[src/rtl/aidc_lite_block_buffer_if.sv]
// Bundle of the concatenator-side inputs and the memory-write-side
// valid/ready output of the AIDC-Lite block buffer.
interface aidc_lite_block_buffer_if;
  logic         word_valid_i;
  logic [2:0]   word_addr_i;
  logic [63:0]  word_data_i;
  logic         done_i;
  logic         fail_i;
  logic         raw_valid_i;
  logic [511:0] raw_data_i;
  logic         valid_o;
  logic         ready_i;
  logic [511:0] data_o;
  logic         comp_o;
  logic [3:0]   len_o;
  logic         err_o;

  // Upstream/downstream environment drives the inputs, samples the outputs.
  modport master (
    output word_valid_i, word_addr_i, word_data_i, done_i, fail_i,
           raw_valid_i, raw_data_i, ready_i,
    input  valid_o, data_o, comp_o, len_o, err_o
  );

  // The block buffer itself.
  modport slave (
    input  word_valid_i, word_addr_i, word_data_i, done_i, fail_i,
           raw_valid_i, raw_data_i, ready_i,
    output valid_o, data_o, comp_o, len_o, err_o
  );
endinterface

[src/rtl/aidc_lite_block_buffer.sv]
// AIDC-Lite block buffer: gathers up to eight 64-bit code words of one block
// into a 512-bit line and, at block completion, hands either that compressed
// line or the raw line to a one-deep output register with valid/ready.
module aidc_lite_block_buffer (
  input  logic                     clk,
  input  logic                     rst_n,
  aidc_lite_block_buffer_if.slave  bus
);

  typedef enum logic {ST_EMPTY = 1'b0, ST_FULL = 1'b1} state_t;

  state_t       r_state;
  state_t       w_state_nxt;

  logic [511:0] r_coll;
  logic [2:0]   r_hi;
  logic         r_any;
  logic [511:0] r_raw;
  logic         r_raw_ok;
  logic         r_done_d;
  logic [511:0] r_data;
  logic         r_comp;
  logic [3:0]   r_len;
  logic         r_err;

  logic [511:0] w_coll_wr;
  logic [2:0]   w_hi_wr;
  logic         w_c;
  logic [511:0] w_line;
  logic         w_comp;
  logic [3:0]   w_len;
  logic         w_load;
  logic         w_err_set;

  // Collect-buffer view with this cycle's word write merged in (addr 0 in MSBs).
  always_comb begin
    w_coll_wr = r_coll;
    w_hi_wr   = r_hi;
    if (bus.word_valid_i) begin
      for (int k = 0; k < 8; k++) begin
        if (bus.word_addr_i == k[2:0]) begin
          w_coll_wr[511 - 64*k -: 64] = bus.word_data_i;
        end else begin
          w_coll_wr[511 - 64*k -: 64] = r_coll[511 - 64*k -: 64];
        end
      end
      if (!r_any || (bus.word_addr_i > r_hi)) begin
        w_hi_wr = bus.word_addr_i;
      end else begin
        w_hi_wr = r_hi;
      end
    end else begin
      w_hi_wr = r_hi;
    end
  end

  // Completion event and the line it would emit (raw line on failure).
  always_comb begin
    w_c = bus.done_i & (bus.word_valid_i | ~r_done_d);
    if (bus.fail_i) begin
      w_line = r_raw;
      w_comp = 1'b0;
      w_len  = 4'd8;
    end else begin
      w_line = w_coll_wr;
      w_comp = 1'b1;
      w_len  = {1'b0, w_hi_wr} + 4'd1;
    end
  end

  // Output-register state register.
  always_ff @(posedge clk) begin
    if (!rst_n) begin
      r_state <= ST_EMPTY;
    end else begin
      r_state <= w_state_nxt;
    end
  end

  // Output-register next state: load, drain, or drop-with-error decisions.
  always_comb begin
    w_state_nxt = r_state;
    w_load      = 1'b0;
    w_err_set   = w_c & bus.fail_i & ~r_raw_ok;
    case (r_state)
      ST_EMPTY: begin
        if (w_c) begin
          w_state_nxt = ST_FULL;
          w_load      = 1'b1;
        end else begin
          w_state_nxt = ST_EMPTY;
        end
      end
      ST_FULL: begin
        if (bus.ready_i && w_c) begin
          w_state_nxt = ST_FULL;
          w_load      = 1'b1;
        end else if (bus.ready_i) begin
          w_state_nxt = ST_EMPTY;
        end else if (w_c) begin
          w_state_nxt = ST_FULL;
          w_err_set   = 1'b1;
        end else begin
          w_state_nxt = ST_FULL;
        end
      end
      default: begin
        w_state_nxt = ST_EMPTY;
      end
    endcase
  end

  // Collect buffer, raw line capture and done delay; cleared on every completion.
  always_ff @(posedge clk) begin
    if (!rst_n) begin
      r_coll   <= 512'd0;
      r_hi     <= 3'd0;
      r_any    <= 1'b0;
      r_raw    <= 512'd0;
      r_raw_ok <= 1'b0;
      r_done_d <= 1'b1;
    end else begin
      r_done_d <= bus.done_i;
      if (bus.raw_valid_i) begin
        r_raw <= bus.raw_data_i;
      end else begin
        r_raw <= r_raw;
      end
      if (w_c) begin
        r_coll   <= 512'd0;
        r_hi     <= 3'd0;
        r_any    <= 1'b0;
        r_raw_ok <= bus.raw_valid_i;
      end else begin
        r_coll   <= w_coll_wr;
        r_hi     <= w_hi_wr;
        r_any    <= r_any | bus.word_valid_i;
        r_raw_ok <= r_raw_ok | bus.raw_valid_i;
      end
    end
  end

  // Output line register and sticky error flag.
  always_ff @(posedge clk) begin
    if (!rst_n) begin
      r_data <= 512'd0;
      r_comp <= 1'b0;
      r_len  <= 4'd0;
      r_err  <= 1'b0;
    end else begin
      if (w_load) begin
        r_data <= w_line;
        r_comp <= w_comp;
        r_len  <= w_len;
      end else begin
        r_data <= r_data;
        r_comp <= r_comp;
        r_len  <= r_len;
      end
      if (w_err_set) begin
        r_err <= 1'b1;
      end else begin
        r_err <= r_err;
      end
    end
  end

  assign bus.valid_o = (r_state == ST_FULL);
  assign bus.data_o  = r_data;
  assign bus.comp_o  = r_comp;
  assign bus.len_o   = r_len;
  assign bus.err_o   = r_err;

endmodule

[src/flat_wrapper.sv]
// flat-port wrapper written by rule: the top's interface ports become plain ports
module aidc_lite_block_buffer_flat 
  (clk, rst_n, bus_word_valid_i, bus_word_addr_i, bus_word_data_i, bus_done_i, bus_fail_i, bus_raw_valid_i, bus_raw_data_i, bus_ready_i, bus_valid_o, bus_data_o, bus_comp_o, bus_len_o, bus_err_o);
  aidc_lite_block_buffer_if bus_i ();
  input  logic clk;
  input  logic rst_n;
  input wire logic [$bits(bus_i.word_valid_i)-1:0] bus_word_valid_i;
  input wire logic [$bits(bus_i.word_addr_i)-1:0] bus_word_addr_i;
  input wire logic [$bits(bus_i.word_data_i)-1:0] bus_word_data_i;
  input wire logic [$bits(bus_i.done_i)-1:0] bus_done_i;
  input wire logic [$bits(bus_i.fail_i)-1:0] bus_fail_i;
  input wire logic [$bits(bus_i.raw_valid_i)-1:0] bus_raw_valid_i;
  input wire logic [$bits(bus_i.raw_data_i)-1:0] bus_raw_data_i;
  input wire logic [$bits(bus_i.ready_i)-1:0] bus_ready_i;
  output wire logic [$bits(bus_i.valid_o)-1:0] bus_valid_o;
  output wire logic [$bits(bus_i.data_o)-1:0] bus_data_o;
  output wire logic [$bits(bus_i.comp_o)-1:0] bus_comp_o;
  output wire logic [$bits(bus_i.len_o)-1:0] bus_len_o;
  output wire logic [$bits(bus_i.err_o)-1:0] bus_err_o;
  assign bus_i.word_valid_i = bus_word_valid_i;
  assign bus_i.word_addr_i = bus_word_addr_i;
  assign bus_i.word_data_i = bus_word_data_i;
  assign bus_i.done_i = bus_done_i;
  assign bus_i.fail_i = bus_fail_i;
  assign bus_i.raw_valid_i = bus_raw_valid_i;
  assign bus_i.raw_data_i = bus_raw_data_i;
  assign bus_i.ready_i = bus_ready_i;
  assign bus_valid_o = bus_i.valid_o;
  assign bus_data_o = bus_i.data_o;
  assign bus_comp_o = bus_i.comp_o;
  assign bus_len_o = bus_i.len_o;
  assign bus_err_o = bus_i.err_o;
  aidc_lite_block_buffer u_core (.clk(clk), .rst_n(rst_n), .bus(bus_i));
endmodule
[config.mk]
export PLATFORM = sky130hd
export DESIGN_NAME = aidc_lite_block_buffer_flat
export DESIGN_NICKNAME = d
export VERILOG_FILES = /design/src/rtl/aidc_lite_block_buffer_if.sv /design/src/rtl/aidc_lite_block_buffer.sv /design/src/flat_wrapper.sv
export SDC_FILE = /design/constraint.sdc
export NUM_CORES = 2
export LEC_CHECK = 0
export ABC_AREA = 0
export ABC_CLOCK_PERIOD_IN_PS = 3300
export BUFFER_PORTS_ARGS = -buffer_cell sky130_fd_sc_hd__buf_2
export CAP_MARGIN = 20
export CORE_AREA = 2 2 430 432
export CTS_CLUSTER_SIZE = 25
export DETAILED_ROUTE_END_ITERATION = 7
export DIE_AREA = 0 0 432 434
export PLACE_DENSITY = 0.58
export SLEW_MARGIN = 10
export SYNTH_ARGS = -nofsm -noshare
export SYNTH_HDL_FRONTEND = slang
export SYNTH_SLANG_ARGS = --single-unit
[constraint.sdc]
create_clock -name clk -period 3.3 [get_ports clk]
set_input_delay 0.825 -clock clk [delete_from_list [all_inputs] [get_ports clk]]
set_output_delay 0.825 -clock clk [all_outputs]
set_load 0.005 [all_outputs]
# Word-level counts from Yosys, hierarchy flattened
# Cells that the tools add are included.
dict set report totals {
  register_bits 1549
  input_bits 586
}
dict set report op_classes {
  n_addsub 1
  n_lt_le_gt_ge 1
  n_eq_ne 7
  mux 25
  bitwise_logic 10
  reduce_logical 5
}
# cell n
set op_table {}
lappend op_table {{2-to-1 mux 512 bit} 2}
lappend op_table {{2-to-1 mux 64 bit} 8}
lappend op_table {{== test 3 bit, second input constant} 4}
lappend op_table {{2-to-1 mux 1 bit} 10}
lappend op_table {{== test 3 x 2 -> 1 bit, second input constant} 2}
lappend op_table {{2-to-1 mux 3 bit} 2}
lappend op_table {{adder 3 x 1 -> 4 bit, second input constant} 1}
lappend op_table {{2-to-1 mux 4 bit} 1}
lappend op_table {{NOT 1 bit} 4}
lappend op_table {{one-hot mux 1 bit (2 select lines)} 2}
lappend op_table {{AND 1 bit} 3}
lappend op_table {{== test 3 x 1 -> 1 bit, second input constant} 1}
lappend op_table {{> comparator 3 bit} 1}
lappend op_table {{logical NOT 3 bit} 1}
lappend op_table {{OR 1 bit} 3}
lappend op_table {{OR reduction 2 bit} 1}
lappend op_table {{logical AND 1 bit} 1}
lappend op_table {{logical NOT 1 bit} 1}
lappend op_table {{logical OR 1 bit} 1}

# Longest topological paths before layout
dict set report logic_depth {
  word_depth 9
  ltp_mapped 11
}

# Worst setup path before layout
# Ideal clock, no wire load.
dict set report synth_path {
  kind {in2reg}
  from {in bus_word_addr_i[0]}
  to {reg u_core.r_len[2], in the netlist u_core.bus.len_o[2]}
  arrival_ns 2.722
  slack_ns 0.452
  stages 11
  cell_sequence {buf_6 inv_1 ha_1 and3_1 a211oi_1 or2_2 mux2_2 ha_1 and2_1 nand4_1 o211ai_1}
}
dict set report synth_between {
  elab_chain_len 6
}
# item line_no
set synth_rtl {}
lappend synth_rtl {{start, declared} flat_wrapper.sv:8} ;# input wire logic [$bits(bus_i.word_addr_i)-1:0] bus_word_addr_i;
lappend synth_rtl {{> comparator 3 bit} aidc_lite_block_buffer.sv:47} ;# if (!r_any || (bus.word_addr_i > r_hi)) begin
lappend synth_rtl {{logical OR 1 bit} aidc_lite_block_buffer.sv:47}
lappend synth_rtl {{2-to-1 mux 3 bit *} aidc_lite_block_buffer.sv:47}
lappend synth_rtl {{2-to-1 mux 3 bit *} aidc_lite_block_buffer.sv:39} ;# if (bus.word_valid_i) begin
lappend synth_rtl {{via u_core.w_hi_wr[0]} aidc_lite_block_buffer.sv:27} ;# logic [2:0] w_hi_wr;
lappend synth_rtl {{adder 3 x 1 -> 4 bit *} aidc_lite_block_buffer.sv:67} ;# w_len = {1'b0, w_hi_wr} + 4'd1;
lappend synth_rtl {{2-to-1 mux 4 bit *} aidc_lite_block_buffer.sv:60} ;# if (bus.fail_i) begin
lappend synth_rtl {{end signal, assigned} aidc_lite_block_buffer.sv:154} ;# r_len <= w_len;
lappend synth_rtl {{end signal, assigned} aidc_lite_block_buffer.sv:158} ;# r_len <= r_len;
lappend synth_rtl {{end, declared} aidc_lite_block_buffer.sv:23} ;# logic [3:0] r_len;
# Mark *: on every way through the listed nets, which the timed path passes. The rest lies on a longest branch.
# A chain may end at the register's enable or synchronous reset.

# Final worst setup path
dict set report layout_path {
  from {reg u_core.r_len[0], in the netlist u_core.bus.len_o[0]}
  to {out bus_len_o[0]}
}
# item line_no
set layout_rtl {}
lappend layout_rtl {{end, declared} flat_wrapper.sv:18} ;# output wire logic [$bits(bus_i.len_o)-1:0] bus_len_o;
# No word-level cell between the ends.

==> qor.yml <==
swShare_pct: 25.9
nets: 8258
synth_mux_area_share_pct: 16.4
peakVddDrop_v: 0.000428
cts.sinks: 1549
syn_area_mm2: 0.0624
area_delta_synth_final_pct: 21.5
vias: 50800
fp.coreArea_mm2: 0.182
regToRegSetupSlack_ns: 0.86
synth_compound_area_share_pct: 10.8
seq_area_frac_synth_pct: 49.7
synth_top_cell_area_share_pct: 49.7
grt_pass1_vias: 47800
syn_inst: 6803
cts_tree: "done"
die_w_um: 432
intPower_mw: 32.0
r2r-start: "u_core.r_hi[2]"
clockBufferDepth: 3
dr.pass1.iters: 6
pwr-share-clk_pct: 44.8
ctsResizeCount: 0
synth_edf_count: 0
synth_flop_cell: "dfxtp_1"
fin_crit_ns: 2.44
crit_chain: "buf_2"
row_count: 157
async_flop_share_pct: 0
grtUsageMet2_pct: 42.2
fin_setup_tns_ns: 0
drv_cap: 0
synthTopCellsByArea: "dfxtp_1 (50%), mux2i_1 (16%), nand2_1 (9.3%), nor2b_1 (5.2%), a21boi_1 (3.5%)"
cts_made_buffers: 172
leakage_nw: 32.2
crit_path_end_kind: "output port"
via_per_inst: 4.97
switchingPower_mw: 11.2
crit_family: "flip-flops"
period_share_pct: 74.1
slowest_delay_ns: 0.61
synth_simple_gate_area_share_pct: 17.9
worstPathRequired_ns: 2.47
grt_setup_unrepaired: "no"
syn-num-nets: 7393
power_frac_seq_pct: 45.4
dieArea_mm2: 0.187
synth_fa_ha_area_share_pct: 0.0802
drt_iter0_drc: 4285
worstMarginPinSlew_ns: 1.05
yosys_register_bits: 1549
grt_first_pass_wirelength_um: 349000
post-dp-hpwl_um: 173000
min_path_cells: 3
root_buffer: "clkbuf_16"
worst_r2r_path_depth: 10
rr_endpoint: "u_core.bus.len_o[2]"
drt_wl_total_um: 255000
synth_warnings: 0
post_cts_buffers: 0
port_buffers: 1104
htree_levels: 4
initial_utilization_pct: 34.2
clk_latency_ns: 0.82
synth_common_cells: "dfxtp_1 (1,549), nand2_1 (1,540), mux2i_1 (1,024)"
fin_cells: 10200
crit_path_max_fanout: 2
antenna_found_initial: 88
synthXorXnorAreaFrac_pct: 0
met1_usage_pct: 32.1
drtAntennaViolNets: 0
dp_cells: 9879
fmax_ghz: 0.409
cp_num_buf_inv: 1
cp_slowest_cell: "dfxtp_1"
slew_headroom_pct: 30.1
avgSynthCellArea_um2: 9.17
post-place-ws_ns: 0.240
overflow: 0
cp.arrival_ns: 1.62
setup_violations: 0
hold_viol: 0
cts_hold_buf: 0
drc: 0
status: "finished, final reports clean"
path_class: "reg2out"
power_density_mw_per_mm2: 571
grt_busiest_layer: "met2"
combPwrFrac_pct: 9.8
io_pins: 1105
place.gp.congestion: 0.880
drive_gt1_share_pct: 20.6
track_usage_pct: 26.1
clkTransAtPathRegs_ns: 0.06
grt_max_degree: 179
worstHoldEndpoint: "u_core.r_raw[278]"
grt.met3_usage_pct: 5.63
wl_per_cell_um: 25.0
fin_worst_skew_ns: 0.0293
start_kind: "register"
min_path_type: "in2reg"
ys_types: 37
yosysTopAreaCell: "dfxtp_1"
die_h_um: 434
synth_top_family_by_area: "simple AND/OR/NAND/NOR gates"
synth.most_common_cell: "dfxtp_1"
min_from: "bus_raw_data_i[278]"
worst_slack_ns: 0.856
maxSlewViolCount: 0
==> per-layer routing <==
| layer | routed length, um | vias up |
|---|---|---|
| met5 | 216 | - |
| met4 | 14700 | 36 |
| met3 | 18100 | 476 |
| met2 | 118000 | 1791 |
| met1 | 103000 | 24400 |
| li1 | - | 24100 |
==> how the worst max path moves through the flow <==
stage | slack (ns) | endpoint | cells after the start | from
finish | 0.86 | bus_len_o[0] | 1 | u_core.bus.len_o[0]
global route | 0.63 | u_core.bus.len_o[2] | 10 | u_core.r_hi[2]
CTS | 0.72 | bus_len_o[0] | 1 | u_core.bus.len_o[0]
detailed placement | 0.24 | u_core.bus.len_o[2] | 11 | bus_word_addr_i[0]
global placement | 0.11 | u_core.bus.len_o[2] | 11 | bus_word_addr_i[0]
floorplan | 0.45 | u_core.bus.len_o[2] | 11 | bus_word_addr_i[0]
==> through the flow <==
stage	utilization [%]	instance area, um2	hold WS [ns]	power [mW]
after CTS	41.5	75700	0.163	43.6
after floorplan	-	62400	0.441	22.3
after global placement	38.4	70100	0.435	24.2
after detailed placement	38.4	70100	0.440	24.3
final	41.5	75800	0.250	43.3
after global routing	41.5	75800	0.195	44.7
==> worst register-to-register path: stages, from the launching register on <==
cell	delay, ns
dfxtp_1	0.33
inv_1	0.05
ha_1	0.30
and3_1	0.17
a211oi_1	0.36
or2_2	0.23
mux2_2	0.36
ha_1	0.21
and2_1	0.13
nand4_1	0.09
o211ai_1	0.09
==> sequential cells by signal (all words and copies together), names as in the netlist <==
register	flops
u_core.bus.comp_o	1
u_core.bus.data_o	512
u_core.bus.err_o	1
u_core.bus.len_o	4
u_core.bus.valid_o	1
u_core.r_any	1
u_core.r_coll	512
u_core.r_done_d	1
u_core.r_hi	3
u_core.r_raw	512
u_core.r_raw_ok	1
==> placed cells by master (no fill, tap or decap), drive strengths merged <==
master / count
a211oi: 1
a21boi: 514
a21oi: 5
a41oi: 1
and2: 2
and3: 2
and4bb: 3
buf: 1272
bufinv: 6
clkbuf: 257
clkinv: 24
clkinvlp: 5
dfxtp: 1549
diode: 27
ha: 4
inv: 16
mux2: 1
mux2i: 1024
nand2: 1540
nand2b: 4
nand3: 4
nand3b: 3
nand4: 2
nand4b: 3
nor2: 517
nor2b: 516
nor3: 1
nor4b: 1
o211ai: 1
o21a: 1
o21ai: 517
or2: 1
or3: 1
==> cell type report <==
class | instances | area, um2
clock inverters | 47 | 528
fillers | 18100 | 107000
well taps | 2385 | 2980
clock buffers | 257 | 5120
flip-flops and latches | 1549 | 31000
inverters | 4 | 15.0
multi-input cells | 4669 | 28200
repair buffers | 1272 | 7820
diodes | 27 | 67.6
==> cells by family (layout without fill, tap and decap cells) <==
family | after synthesis | count (layout)
AOI/OAI and AO/OA | 1040 | 1040
other | 0 | 27
muxes | 1025 | 1025
DFF | 1549 | 1549
and+or+nand+nor | 2600 | 2600
buffers and inverters | 585 | 1580
adders and majority gates | 4 | 4
==> power groups by stage <==
| stage | clock network (mW) | logic [mW] | registers (mW) |
|---|---|---|---|
| 2_1_floorplan | 0 | 2.31 | 19.9 |
| 3_3_place_gp | 0 | 4.20 | 20.0 |
| 3_5_place_dp | 0 | 4.23 | 20.0 |
| 4_1_cts | 19.8 | 4.24 | 19.6 |
| 5_1_grt | 20.5 | 4.49 | 19.7 |
| 6_report | 19.4 | 4.22 | 19.6 |
No activity file was read; power rests on OpenSTA's default activity.
